### src/rtl/sram_ctrl_pkg.sv
// Shared constants for the SRAM controller: bus widths, phase-counter width and FSM encoding.
package sram_ctrl_pkg;

  localparam int SRAM_ADDR_W = 18;
  localparam int SRAM_DATA_W = 16;
  localparam int PHASE_CNT_W = 4;

  typedef logic [1:0]             state_t;
  typedef logic [PHASE_CNT_W-1:0] phase_cnt_t;

  localparam logic [1:0] ST_IDLE = 2'd0;
  localparam logic [1:0] ST_LOW  = 2'd1;
  localparam logic [1:0] ST_HIGH = 2'd2;
  localparam logic [1:0] ST_DONE = 2'd3;

  // Half-word SRAM address for one phase of a 32-bit word access.
  function automatic logic [SRAM_ADDR_W-1:0] half_addr(input logic [SRAM_ADDR_W-2:0] word_idx,
                                                       input logic upper);
    return {word_idx, upper};
  endfunction

endpackage

### src/rtl/sram_controller_if.sv
// MEM-stage request/response bus between the pipeline (master) and the SRAM controller (slave).
interface sram_controller_if;

  logic        mem_r_en;
  logic        mem_w_en;
  logic [31:0] address;
  logic [31:0] data;
  logic [31:0] mem_result;
  logic        ready;

  modport master (
    output mem_r_en, mem_w_en, address, data,
    input  mem_result, ready
  );

  modport slave (
    input  mem_r_en, mem_w_en, address, data,
    output mem_result, ready
  );

endinterface

### src/rtl/sram_phase_counter.sv
// Down-counter timing one SRAM phase: load on phase entry, tc flags the last cycle of the phase.
module sram_phase_counter
  import sram_ctrl_pkg::*;
(
  input  logic       clk,
  input  logic       rst,
  input  logic       load,
  input  logic       en,
  input  phase_cnt_t load_value,
  output logic       tc
);

  phase_cnt_t count_reg;

  always_ff @(posedge clk) begin
    if (rst) begin
      count_reg <= '0;
    end else if (load) begin
      count_reg <= load_value;
    end else if (en && (count_reg != '0)) begin
      count_reg <= count_reg - phase_cnt_t'(1);
    end
  end

  assign tc = (count_reg == '0);

endmodule

### src/rtl/sram_controller.sv
// Splits each 32-bit MEM-stage access into a low and a high 16-bit SRAM phase.
// Define SRAM_CTRL_ADDR_CHECK_EN to add the addr_err output and reject misaligned/out-of-range offsets.
module sram_controller
  import sram_ctrl_pkg::*;
#(
  parameter int          WAIT_CYCLES = 2,
  parameter logic [31:0] ADDR_BASE   = 32'd1024
) (
  input  logic                   clk,
  input  logic                   rst,
  sram_controller_if.slave       mem,
  output logic [SRAM_ADDR_W-1:0] sram_addr,
  output logic [SRAM_DATA_W-1:0] sram_dq_out,
  input  logic [SRAM_DATA_W-1:0] sram_dq_in,
  output logic                   sram_dq_oe,
  output logic                   sram_we_n,
  output logic                   sram_oe_n
`ifdef SRAM_CTRL_ADDR_CHECK_EN
  ,
  output logic                   addr_err
`endif
);

  localparam phase_cnt_t PHASE_LOAD = phase_cnt_t'(WAIT_CYCLES - 1);

  state_t                 state_reg;
  logic                   write_reg;
  logic [SRAM_DATA_W-1:0] data_hi_reg;
  logic [31:0]            mem_result_reg;
  logic [SRAM_ADDR_W-1:0] sram_addr_reg;
  logic [SRAM_DATA_W-1:0] sram_dq_out_reg;

  logic [31:0] offset;
  logic        req;
  logic        in_phase;
  logic        bad_addr;
  logic        cnt_load;
  logic        cnt_tc;

  assign offset   = mem.address - ADDR_BASE;
  assign req      = mem.mem_r_en | mem.mem_w_en;
  assign in_phase = (state_reg == ST_LOW) || (state_reg == ST_HIGH);

`ifdef SRAM_CTRL_ADDR_CHECK_EN
  assign bad_addr = (offset[31:19] != '0) || (offset[1:0] != 2'b00);

  // Rejected requests skip straight to DONE, so the flag lines up with that single DONE cycle.
  always_ff @(posedge clk) begin
    if (rst) begin
      addr_err <= 1'b0;
    end else begin
      addr_err <= (state_reg == ST_IDLE) && req && bad_addr;
    end
  end
`else
  logic unused_offset_bits;
  assign bad_addr           = 1'b0;
  assign unused_offset_bits = ^{offset[31:19], offset[1:0]};
`endif

  assign cnt_load = ((state_reg == ST_IDLE) && req && !bad_addr) ||
                    ((state_reg == ST_LOW) && cnt_tc);

  sram_phase_counter u_phase_counter (
    .clk        (clk),
    .rst        (rst),
    .load       (cnt_load),
    .en         (in_phase),
    .load_value (PHASE_LOAD),
    .tc         (cnt_tc)
  );

  always_ff @(posedge clk) begin
    if (rst) begin
      state_reg       <= ST_IDLE;
      write_reg       <= 1'b0;
      data_hi_reg     <= '0;
      mem_result_reg  <= '0;
      sram_addr_reg   <= '0;
      sram_dq_out_reg <= '0;
    end else begin
      case (state_reg)
        ST_IDLE: begin
          if (req) begin
            // A simultaneous read+write request is treated as a write.
            write_reg   <= mem.mem_w_en;
            data_hi_reg <= mem.data[31:16];
            if (bad_addr) begin
              state_reg <= ST_DONE;
            end else begin
              state_reg     <= ST_LOW;
              sram_addr_reg <= half_addr(offset[18:2], 1'b0);
              if (mem.mem_w_en) begin
                sram_dq_out_reg <= mem.data[15:0];
              end
            end
          end
        end
        ST_LOW: begin
          if (cnt_tc) begin
            state_reg        <= ST_HIGH;
            sram_addr_reg[0] <= 1'b1;
            if (write_reg) begin
              sram_dq_out_reg <= data_hi_reg;
            end else begin
              mem_result_reg[15:0] <= sram_dq_in;
            end
          end
        end
        ST_HIGH: begin
          if (cnt_tc) begin
            state_reg <= ST_DONE;
            if (!write_reg) begin
              mem_result_reg[31:16] <= sram_dq_in;
            end
          end
        end
        default: begin
          state_reg <= ST_IDLE;
        end
      endcase
    end
  end

  assign sram_addr      = sram_addr_reg;
  assign sram_dq_out    = sram_dq_out_reg;
  assign sram_dq_oe     = in_phase && write_reg;
  assign sram_we_n      = !(in_phase && write_reg);
  assign sram_oe_n      = !(in_phase && !write_reg);

  assign mem.mem_result = mem_result_reg;
  assign mem.ready      = (state_reg == ST_DONE) || ((state_reg == ST_IDLE) && !req);

endmodule
### src/flat_wrapper.sv
// flat-port wrapper written by rule: the top's interface ports become plain ports
module sram_controller_flat import sram_ctrl_pkg::*;
#(
  parameter int          WAIT_CYCLES = 2,
  parameter logic [31:0] ADDR_BASE   = 32'd1024
)
  (clk, rst, sram_addr, sram_dq_out, sram_dq_in, sram_dq_oe, sram_we_n, sram_oe_n, mem_mem_r_en, mem_mem_w_en, mem_address, mem_data, mem_mem_result, mem_ready);
  sram_controller_if mem_i ();
  input  logic clk;
  input  logic rst;
  output logic [SRAM_ADDR_W-1:0] sram_addr;
  output logic [SRAM_DATA_W-1:0] sram_dq_out;
  input  logic [SRAM_DATA_W-1:0] sram_dq_in;
  output logic sram_dq_oe;
  output logic sram_we_n;
  output logic sram_oe_n;
  input wire logic [$bits(mem_i.mem_r_en)-1:0] mem_mem_r_en;
  input wire logic [$bits(mem_i.mem_w_en)-1:0] mem_mem_w_en;
  input wire logic [$bits(mem_i.address)-1:0] mem_address;
  input wire logic [$bits(mem_i.data)-1:0] mem_data;
  output wire logic [$bits(mem_i.mem_result)-1:0] mem_mem_result;
  output wire logic [$bits(mem_i.ready)-1:0] mem_ready;
  assign mem_i.mem_r_en = mem_mem_r_en;
  assign mem_i.mem_w_en = mem_mem_w_en;
  assign mem_i.address = mem_address;
  assign mem_i.data = mem_data;
  assign mem_mem_result = mem_i.mem_result;
  assign mem_ready = mem_i.ready;
  sram_controller #(.WAIT_CYCLES(WAIT_CYCLES), .ADDR_BASE(ADDR_BASE)) u_core (.clk(clk), .rst(rst), .mem(mem_i), .sram_addr(sram_addr), .sram_dq_out(sram_dq_out), .sram_dq_in(sram_dq_in), .sram_dq_oe(sram_dq_oe), .sram_we_n(sram_we_n), .sram_oe_n(sram_oe_n));
endmodule
### config.mk
export PLATFORM = sky130hd
export DESIGN_NAME = sram_controller_flat
export DESIGN_NICKNAME = d
export VERILOG_FILES = /design/src/rtl/sram_ctrl_pkg.sv /design/src/rtl/sram_controller_if.sv /design/src/rtl/sram_phase_counter.sv /design/src/rtl/sram_controller.sv /design/src/flat_wrapper.sv
export SDC_FILE = /design/constraint.sdc
export NUM_CORES = 1
export LEC_CHECK = 0
export BUFFER_PORTS_ARGS = -buffer_cell sky130_fd_sc_hd__buf_2
export CAP_MARGIN = 20
export CORE_UTILIZATION = 35
export DETAILED_ROUTE_END_ITERATION = 16
export PLACE_DENSITY = 0.58
export SYNTH_ARGS = -nofsm -noshare
export SYNTH_HDL_FRONTEND = slang
export SYNTH_SLANG_ARGS = --single-unit
### constraint.sdc
create_clock -name clk -period 5.4 [get_ports clk]
set_input_delay 0.54 -clock clk [delete_from_list [all_inputs] [get_ports clk]]
set_output_delay 0.54 -clock clk [all_outputs]
set_load 0.02 [all_outputs]
# After elaboration in Yosys (flattened, before gate mapping)
# Cells that the tools add are included.
# W data, S select, Z words.
[classes] addsub=2 n_eq_ne=8 muxes=14 bitwise_logic=2 reduce_logical=25
[op_table] cell="$mux W16" count=4
[op_table] cell="$pmux W16 S2" count=1
[op_table] cell="$sub A19 B11 Y19 const B" count=1
[op_table] cell="$reduce_and A3 Y1" count=4
[op_table] cell="$ne A2 B1 Y1 const B" count=4
[op_table] cell="$logic_and A1 B1 Y1" count=6
[op_table] cell="$mux W2" count=3
[op_table] cell="$pmux W2 S3" count=1
[op_table] cell="$reduce_and A5 Y1" count=1
[op_table] cell="$eq A2 B2 Y1 const B" count=2
[op_table] cell="$logic_not A1 Y1" count=4
[op_table] cell="$logic_not A4 Y1" count=1
[op_table] cell="$mux W1" count=4
[op_table] cell="$reduce_bool A2 Y1" count=2
[op_table] cell="$reduce_bool A4 Y1" count=1
[op_table] cell="$sub A4 B1 Y4 const B" count=1
[op_table] cell="$logic_or A1 B1 Y1" count=3
[op_table] cell="$eq A2 B1 Y1 const B" count=1
[op_table] cell="$logic_not A2 Y1" count=1
[op_table] cell="$ne A2 B2 Y1 const B" count=1
[op_table] cell="$pmux W1 S2" count=1
[op_table] cell="$reduce_and A2 Y1" count=1
[op_table] cell="$reduce_or A2 Y1" count=1
[op_table] cell="$not A1 Y1" count=1
[op_table] cell="$or A1 B1 Y1" count=1
[totals] reg_bits=89 input_bits=84 output_inout_bits=70 wordCells=61

# Logic depth before layout (Yosys ltp)
# Gate-level depths: netlist of run 1.
[logic_depth] ltp_word=5 ltp_mapped=8 mapped_depth_nobuf=5

# Modules after synthesis
# A second synthesis of run 1 with hierarchy kept.
[unflattened] hier_cells=437 area_unflattened_um2=3652.3
[by_module_without_submodules] module="sram_controller" n_inst=1 cells_per_inst=408 area_each_um2=3389.5 seq_area_each_um2=1701.6
[by_module_without_submodules] module="sram_phase_counter" n_inst=1 cells_per_inst=29 area_each_um2=262.8 seq_area_each_um2=80.1

# Worst setup path before layout of run 1
# No wires, ideal clock.
[synth_timing] kind="register -> register" startpoint="register u_core.state_reg[1]" endpoint="register u_core.sram_dq_out_reg[10], in the netlist u_core.sram_dq_out[10]" setup_ns=0.121 t_arrival_ns=1.786 t_required_ns=5.279 setup_slack_ns=3.492 stages_incl_launch_ff=9 n_path_buf=3 synth_period_minus_slack_ns=1.908 cell_sequence="dfxtp_1 -> inv_1 -> ha_1 -> buf_6 -> nand2b_1 -> a221o_1 -> buf_6 -> buf_12 -> mux2_4"
[synth_via] elab_chain_cells=3 elab_cells_between_ends=9 cone_classes="eq/ne: 5; mux: 1; reduce/logical: 3"
[synth_rtl] item="start, declared" line="sram_controller.sv:26" rtl="state_t state_reg;"
[synth_rtl] item="start signal, assigned" line="sram_controller.sv:75" rtl="state_reg <= ST_IDLE;"
[synth_rtl] item="start signal, assigned" line="sram_controller.sv:89" rtl="state_reg <= ST_DONE;"
[synth_rtl] item="start signal, assigned" line="sram_controller.sv:91" rtl="state_reg <= ST_LOW;"
[synth_rtl] item="$eq A2 B1 Y1 / $logic_not A2 Y1 (equally long branches)" line="sram_controller.sv:82" rtl="case (state_reg)"
[synth_rtl] item="$ne A2 B1 Y1 (no source line), or another cell as far along"
[synth_rtl] item="$reduce_and A5 Y1 (no source line)"
[synth_rtl] item="end signal, assigned" line="sram_controller.sv:94" rtl="sram_dq_out_reg <= mem.data[15:0];"
[synth_rtl] item="end signal, assigned" line="sram_controller.sv:104" rtl="sram_dq_out_reg <= data_hi_reg;"
[synth_rtl] item="end, declared" line="sram_controller.sv:31" rtl="logic [SRAM_DATA_W-1:0] sram_dq_out_reg;"
# Parallel ways exist; a longest one is shown, timed or not.
# A chain may end at the register's enable or synchronous reset.

# Worst setup path in the final report of run 1
[layout_timing] startpoint="register u_core.state_reg[1]" endpoint="register u_core.sram_dq_out_reg[2], in the netlist u_core.sram_dq_out[2]"
# Same word-level chain as after synthesis.

==> summary.txt, run 1 <==
Power
  – Design Power: 0.00264 W
  – Peak supply drop: 236 uV
  – Pleak: 2.18 nW
  – Power Density: 540 nW/um^2

Finish
  – FF+latch area: 1780 sq um
  – Final #Nets: 659
  – Number of inserted diodes: 0
  – Post-layout instance count excluding filler cells: 714
  – Finished Cell Area: 4880 sq um
  – Filler Cell Count: 1,113
  – Multi-input combinational cell area: 1920 sq um
  – Layout cells sized above 1: 31.9%
  – Number of flip-flops in the largest register: 32
  – Growth of design area from synthesis to finish: 25.5%
  – Fraction of the core area covered by cells at the end of the flow: 45.0%

Die
  – Number of ports placed on the die boundary: 154
  – Placeable core region: 10,800 sq um
  – Die Ht: 107 um
  – Horiz. Die Dim: 107 um
  – Number of cell rows: 38
  – Total die area: 11,500 sq um
  – Initial Util: 35.9%

STA
  – Slew Viols, Final: 0
  – Crit share post-route: 49.1%
  – Max frequency: 377 MHz
  – Setup violation total in the final timing report: 0
  – Setup TNS Final: 0 ns
  – Slew at the pin closest to its max-slew limit: 1.07 ns
  – Layout Skew: 0.00865 ns
  – Minimum period implied by the final worst setup slack: 2.65 ns
  – Number of hold-slack violations in the final timing report: 0
  – RSZ-0062 raised after global routing: no
  – Worst rel slew slack: 28.9%

Logic synthesis
  – Dominant synthesized flop cell: sky130_fd_sc_hd__dfxtp_1
  – Post-Syn Nets: 540
  – Count of synthesis-stage warnings from yosys: 0
  – Top cells by area, synth: sky130_fd_sc_hd__dfxtp_1 46%, sky130_fd_sc_hd__a21oi_1 7.7%, sky130_fd_sc_hd__nand2_1 5.0%
  – Post-synth design cell area: 3890 sq um
  – Register area share after synthesis: 45.8%
  – Count of cell types in the netlist: 43
  – Library cell occupying the most area in the post-synthesis netlist: sky130_fd_sc_hd__dfxtp_1
  – Top-count cell post-synth: sky130_fd_sc_hd__dfxtp_1
  – Number of enable flip-flop cells after synthesis: 0
  – Post-synthesis sequential element count: 89
  – Proportion of register bits with asynchronous set or reset after synthesis: 0%
  – Area fraction of the dominant cell type after synthesis: 45.8%
  – Cells after synthesis: 450
  – Synth cell count leaders: 89 x sky130_fd_sc_hd__dfxtp_1, 60 x sky130_fd_sc_hd__a21oi_1, 52 x sky130_fd_sc_hd__nand2_1
  – Post-synthesis average cell area: 8.65 sq um

CTS
  – Quantity of hold-fixing buffers added after cts: 0
  – Number of buffers inserted to repair setup after CTS: 0
  – Post_cts resized: 0
  – Clock network latency to the later pin of the worst-skew pair: 0.37 ns
  – TritonCTS clock tree: built
  – Number of clock buffers inserted by TritonCTS: 9
  – Number of H-tree levels: 3
  – CTS Buffer Depth: 2
  – Clock-pin slew of the registers on the worst-case setup and hold paths: 0.08 ns
  – Sink Count: 89
  – Root buffer cell: sky130_fd_sc_hd__clkbuf_8

Global route
  – Total GRT Usage: 17.2%
  – Initial antenna violation count: 0
  – First-pass GRT wire length: 15,700 um
  – Number of global-route vias before repair: 3,190
  – Congestion Overflow GR: 0
  – Pin count of the biggest net entering global routing: 107

Route
  – DR DRC count: 0
  – Final routed wirelength across all metal layers: 9780 um
  – Number of nets with antenna violations after routing: 0
  – 1st-pass router iterations: 4
  – Detailed router's first-iteration violation count: 264
  – Post-detailed-route wirelength per cell: 13.7 um
  – Vias per std cell: 4.97
  – Number of vias in the routed layout: 3,547

Place
  – Input/output buffers: 138
  – DP HPWL: 6350 um
  – Final GP Congestion: 0.765
  – Placed cell count: 697
  – Post-place instance area: 4640 sq um

Setup path
  – Capturing element type of the critical path: register
  – Worst Reg2Reg Path Length in Cells: 7
  – Classification of the worst setup path: register to register
  – Crit path max fanout: 21
  – CP Data Required Time: 5.66 ns
  – Data arrival time of the critical path: 2.91 ns
  – Type of origin of the critical path: register

Run
  – Max-cap violations: 0

Worst hold path
  – Number of cells traversed by the worst hold path: 3
  – Tightest Hold Check Type: input pin to register

Status
  – Outcome: finished, final reports clean
## stage by stage
stage / setup WS (ns) / hold WS [ns]
after global routing: 2.57 / 0.388
after CTS: 2.71 / 0.388
after detailed placement: 2.72 / 0.448
after global placement: 2.75 / 0.440
final: 2.75 / 0.403
after floorplan: 3.49 / 0.436
## kinds of logic after synthesis
logic type	share of synthesized area (%)
buf+inv	5.21
compound gates	16.0
simple gates	20.1
mux	10.5
xor+xnor	0.450
fa+ha+maj	1.93
flops	45.8
## layout make-up
type / instances / area share, %
Tap cell: 140 / 3.59
Clock inverter: 3 / 0.948
Multi-Input combinational cell: 316 / 39.2
Sequential cell: 89 / 36.5
Clock buffer: 13 / 3.46
Inverter: 8 / 0.615
Timing Repair Buffer: 145 / 15.7
## layer usage
layer  vias to the layer above  track usage [%]  wire length, um
met5                         -                0                0
met4                         0             6.75              164
met3                        13             4.30              529
met2                       102             26.3             4440
met1                      1630             23.3             4640
li1                       1802                -                -
## worst max-delay path, stage by stage (launching register included)
cell	delay, ns
sky130_fd_sc_hd__dfxtp_1	0.35
sky130_fd_sc_hd__inv_1	0.09
sky130_fd_sc_hd__ha_1	0.14
sky130_fd_sc_hd__buf_4	0.32
sky130_fd_sc_hd__nor2b_1	0.18
sky130_fd_sc_hd__buf_4	0.25
sky130_fd_sc_hd__a221o_1	0.81
sky130_fd_sc_hd__mux2_2	0.41
## cells in the final DEF, fill, tap and decap left out, types with 10 or more instances in the layout
| cell type | n |
|---|---|
| sky130_fd_sc_hd__mux2i_1 | 18 |
| sky130_fd_sc_hd__buf_2 | 137 |
| sky130_fd_sc_hd__dfxtp_1 | 89 |
| sky130_fd_sc_hd__nand3_1 | 32 |
| sky130_fd_sc_hd__o21ai_0 | 34 |
| sky130_fd_sc_hd__nand2_1 | 52 |
| sky130_fd_sc_hd__nor2b_1 | 18 |
| sky130_fd_sc_hd__nor2_1 | 31 |
| sky130_fd_sc_hd__clkbuf_8 | 12 |
| sky130_fd_sc_hd__a21oi_1 | 60 |
| sky130_fd_sc_hd__mux2_4 | 10 |
## final timing paths
check / from / to / slack, ns
setup / recovery: u_core.state_reg[1] / u_core.sram_dq_out[2] / 2.75
hold / removal: mem_address[5] / u_core.sram_addr[4] / 0.40
setup reg to reg: u_core.state_reg[1] / u_core.sram_dq_out[2] / 2.75
hold reg to reg: u_core.sram_addr[6] / u_core.sram_addr[6] / 0.46
## power by group
group / total (W) / internal (W) / switching, W
sequential: 0.000893 / 0.000816 / 0.0000763
clock: 0.000495 / 0.000254 / 0.000241
combinational: 0.00125 / 0.000480 / 0.000768
(Power assumes the default switching activity.)
==> run 2, diff against run 1 <==
clock period = 2.5 ns   (was 5.4 ns; I/O delays follow)
==> summary.txt, run 2 (synthesis results as in run 1) <==
Setup path
  – Crit path max fanout: 16 (-24%)
  – Highest cell delay on the worst timing path: 0.83 ns (+0.02 ns)
  – Type of origin of the critical path: register
  – Capturing element type of the critical path: register
  – CP Cell Sequence: inv_1 -> ha_1 -> nand4bb_1 -> a221o_1 -> mux2_2
  – Worst Path Buf+Inv: 1 (-2)
  – CP Data Required Time: 2.75 ns (-2.91 ns)
  – Cell class contributing the biggest share of worst-path delay: compound AO/OA/AOI/OAI gates
  – Slowest stage cell on the critical path: sky130_fd_sc_hd__a221o_1
  – Classification of the worst setup path: register to register
  – Data arrival time of the critical path: 2.52 ns (-0.39 ns)
  – Register-to-Register Setup Slack: 0.24 ns (-2.51 ns)

Route
  – Number of nets with antenna violations after routing: 0 (unchanged)
  – DR DRC count: 0 (unchanged)
  – 1st-pass router iterations: 4 (unchanged)
  – Final routed wirelength across all metal layers: 9890 um (+1.2%)
  – Vias per std cell: 5.03 (+1.3%)
  – Post-detailed-route wirelength per cell: 13.8 um (+0.74%)
  – Number of vias in the routed layout: 3,607 (+1.7%)
  – Detailed router's first-iteration violation count: 246 (-6.8%)

Power
  – Switching part of the total power: 43.0% (+1.9 points)
  – Power Density: 1140 nW/um^2 (+110%)
  – Portion of total power attributed to sequential cells: 34.8% (+0.9 points)
  – Combinational share of power: 48.3% (+0.9 points)
  – Clock Power Share: 17.0% (-1.8 points)
  – Pleak: 2.16 nW (-0.61%)
  – Psw: 0.00239 W (+120%)
  – Peak supply drop: 430 uV (+82%)
  – Cell internal pwr: 0.00317 W (+100%)
  – Design Power: 0.00556 W (+110%)

Finish
  – Final #Nets: 662 (+0.46%)
  – Fraction of the core area covered by cells at the end of the flow: 44.8% (-0.24 points)
  – Layout cells sized above 1: 32.4% (+0.53 points)
  – Commonest cells after routing, fill and taps aside: 137 x sky130_fd_sc_hd__buf_2, 89 x sky130_fd_sc_hd__dfxtp_1, 60 x sky130_fd_sc_hd__a21oi_1, 52 x sky130_fd_sc_hd__nand2_1, 34 x sky130_fd_sc_hd__o21ai_0
  – Leading cell type in the layout, fill and taps excluded: sky130_fd_sc_hd__buf_2
  – Number of inserted diodes: 0 (unchanged)
  – Growth of design area from synthesis to finish: 24.8%
  – Number of flip-flops in the largest register: 32 (unchanged)
  – Filler Cell Count: 1,117 (+0.36%)

STA
  – Slew Viols, Final: 0 (unchanged)
  – Worst rel slew slack: 36.1% (+7.2 points)
  – Number of hold-slack violations in the final timing report: 0 (unchanged)
  – Minimum period implied by the final worst setup slack: 2.26 ns (-0.387 ns)
  – Slew at the pin closest to its max-slew limit: 0.958 ns (-0.109 ns)
  – Max frequency: 442 MHz (+17%)
  – Layout Skew: 0.0120 ns (+0.00336 ns)
  – Setup TNS Final: 0 ns (unchanged)
  – Crit share post-route: 90.6% (+41 points)
  – Setup violation total in the final timing report: 0 (unchanged)
  – RSZ-0062 raised after global routing: no

CTS
  – Clock-pin slew of the registers on the worst-case setup and hold paths: 0.09 ns (about the same)
  – Root buffer cell: sky130_fd_sc_hd__clkbuf_8
  – Number of clock buffers inserted by TritonCTS: 9 (unchanged)
  – Quantity of hold-fixing buffers added after cts: 0 (unchanged)
  – Sink Count: 89 (unchanged)
  – TritonCTS clock tree: built
  – Number of buffers inserted to repair setup after CTS: 0 (unchanged)
  – CTS Buffer Depth: 2 (unchanged)
  – Number of H-tree levels: 3 (unchanged)
  – Post_cts resized: 0 (unchanged)
  – Clock network latency to the later pin of the worst-skew pair: 0.36 ns (about the same)

Place
  – Input/output buffers: 138 (unchanged)
  – DP HPWL: 6710 um (+5.6%)
  – Final GP Congestion: 0.756 (-1.2%)

Status
  – Outcome: finished, final reports clean

Global route
  – Initial antenna violation count: 0 (unchanged)
  – Congestion Overflow GR: 0 (unchanged)
  – Total GRT Usage: 17.6% (+0.32 points)
  – Pin count of the biggest net entering global routing: 76 (-29%)
  – Number of global-route vias before repair: 3,435 (+7.7%)
  – First-pass GRT wire length: 16,100 um (+2.8%)

Die
  – Horiz. Die Dim: 107 um (unchanged)
  – Die Ht: 107 um (unchanged)
  – Total die area: 11,500 sq um (unchanged)
  – Number of cell rows: 38 (unchanged)
  – Number of ports placed on the die boundary: 154 (unchanged)
  – Placeable core region: 10,800 sq um (unchanged)
  – Initial Util: 35.9% (unchanged)

Worst hold path
  – Tightest Hold Check Type: input pin to register

Run
  – Max-cap violations: 0 (unchanged)
[run 2: per-stage QoR]
step / std cells / instance area (sq um) / setup slack (ns) / hold slack (ns)
floorplan: 450 / 3890 / 0.592 / 0.346
global placement: 701 / 4670 / 0.281 / 0.439
detailed placement: 701 / 4670 / 0.215 / 0.448
CTS: 717 / 4860 / 0.202 / 0.0982
global route: 717 / 4860 / 0.0709 / 0.0965
finish: 717 / 4860 / 0.236 / 0.120
[run 2: layout make-up]
class / count / area (sq um) / area share [%]
clock buffers: 9 / 124 / 2.55
clock inverters: 7 / 62.6 / 1.29
inverters: 8 / 30.0 / 0.618
multi-input cells: 316 / 1920 / 39.4
flip-flops and latches: 89 / 1780 / 36.7
well taps: 140 / 175 / 3.61
repair buffers: 148 / 768 / 15.8
[run 2: final timing paths]
check,startpoint,endpoint,depth (start not counted)
worst max-delay path,u_core.state_reg[1],u_core.sram_dq_out[3],5
worst min-delay path,mem_address[3],u_core.sram_addr[2],3
worst max register to register,u_core.state_reg[1],u_core.sram_dq_out[3],5
worst min register to register,u_core.data_hi_reg[0],u_core.data_hi_reg[0],2
[run 2: worst reg2reg max path, cell delays in order, from the launching register on]
cell	delay, ns
sky130_fd_sc_hd__dfxtp_1	0.40
sky130_fd_sc_hd__inv_1	0.08
sky130_fd_sc_hd__ha_1	0.22
sky130_fd_sc_hd__nand4bb_1	0.21
sky130_fd_sc_hd__a221o_1	0.83
sky130_fd_sc_hd__mux2_2	0.42
[run 2: routing by layer]
layer  global-route usage [%]  wire length [um]
met5                        0                 0
met4                     6.36               207
met3                     4.78               531
met2                     28.3              4550
met1                     22.4              4610
[run 2: power groups by stage]
| stage | Sequential [W] | Combinational [W] | Clock [W] |
|---|---|---|---|
| CTS | 0.00194 | 0.00270 | 0.000979 |
| finish | 0.00193 | 0.00268 | 0.000945 |
| detailed placement | 0.00197 | 0.00270 | 0 |
| floorplan | 0.00226 | 0.00172 | 0 |
| global route | 0.00198 | 0.00294 | 0.00105 |
| global placement | 0.00195 | 0.00266 | 0 |
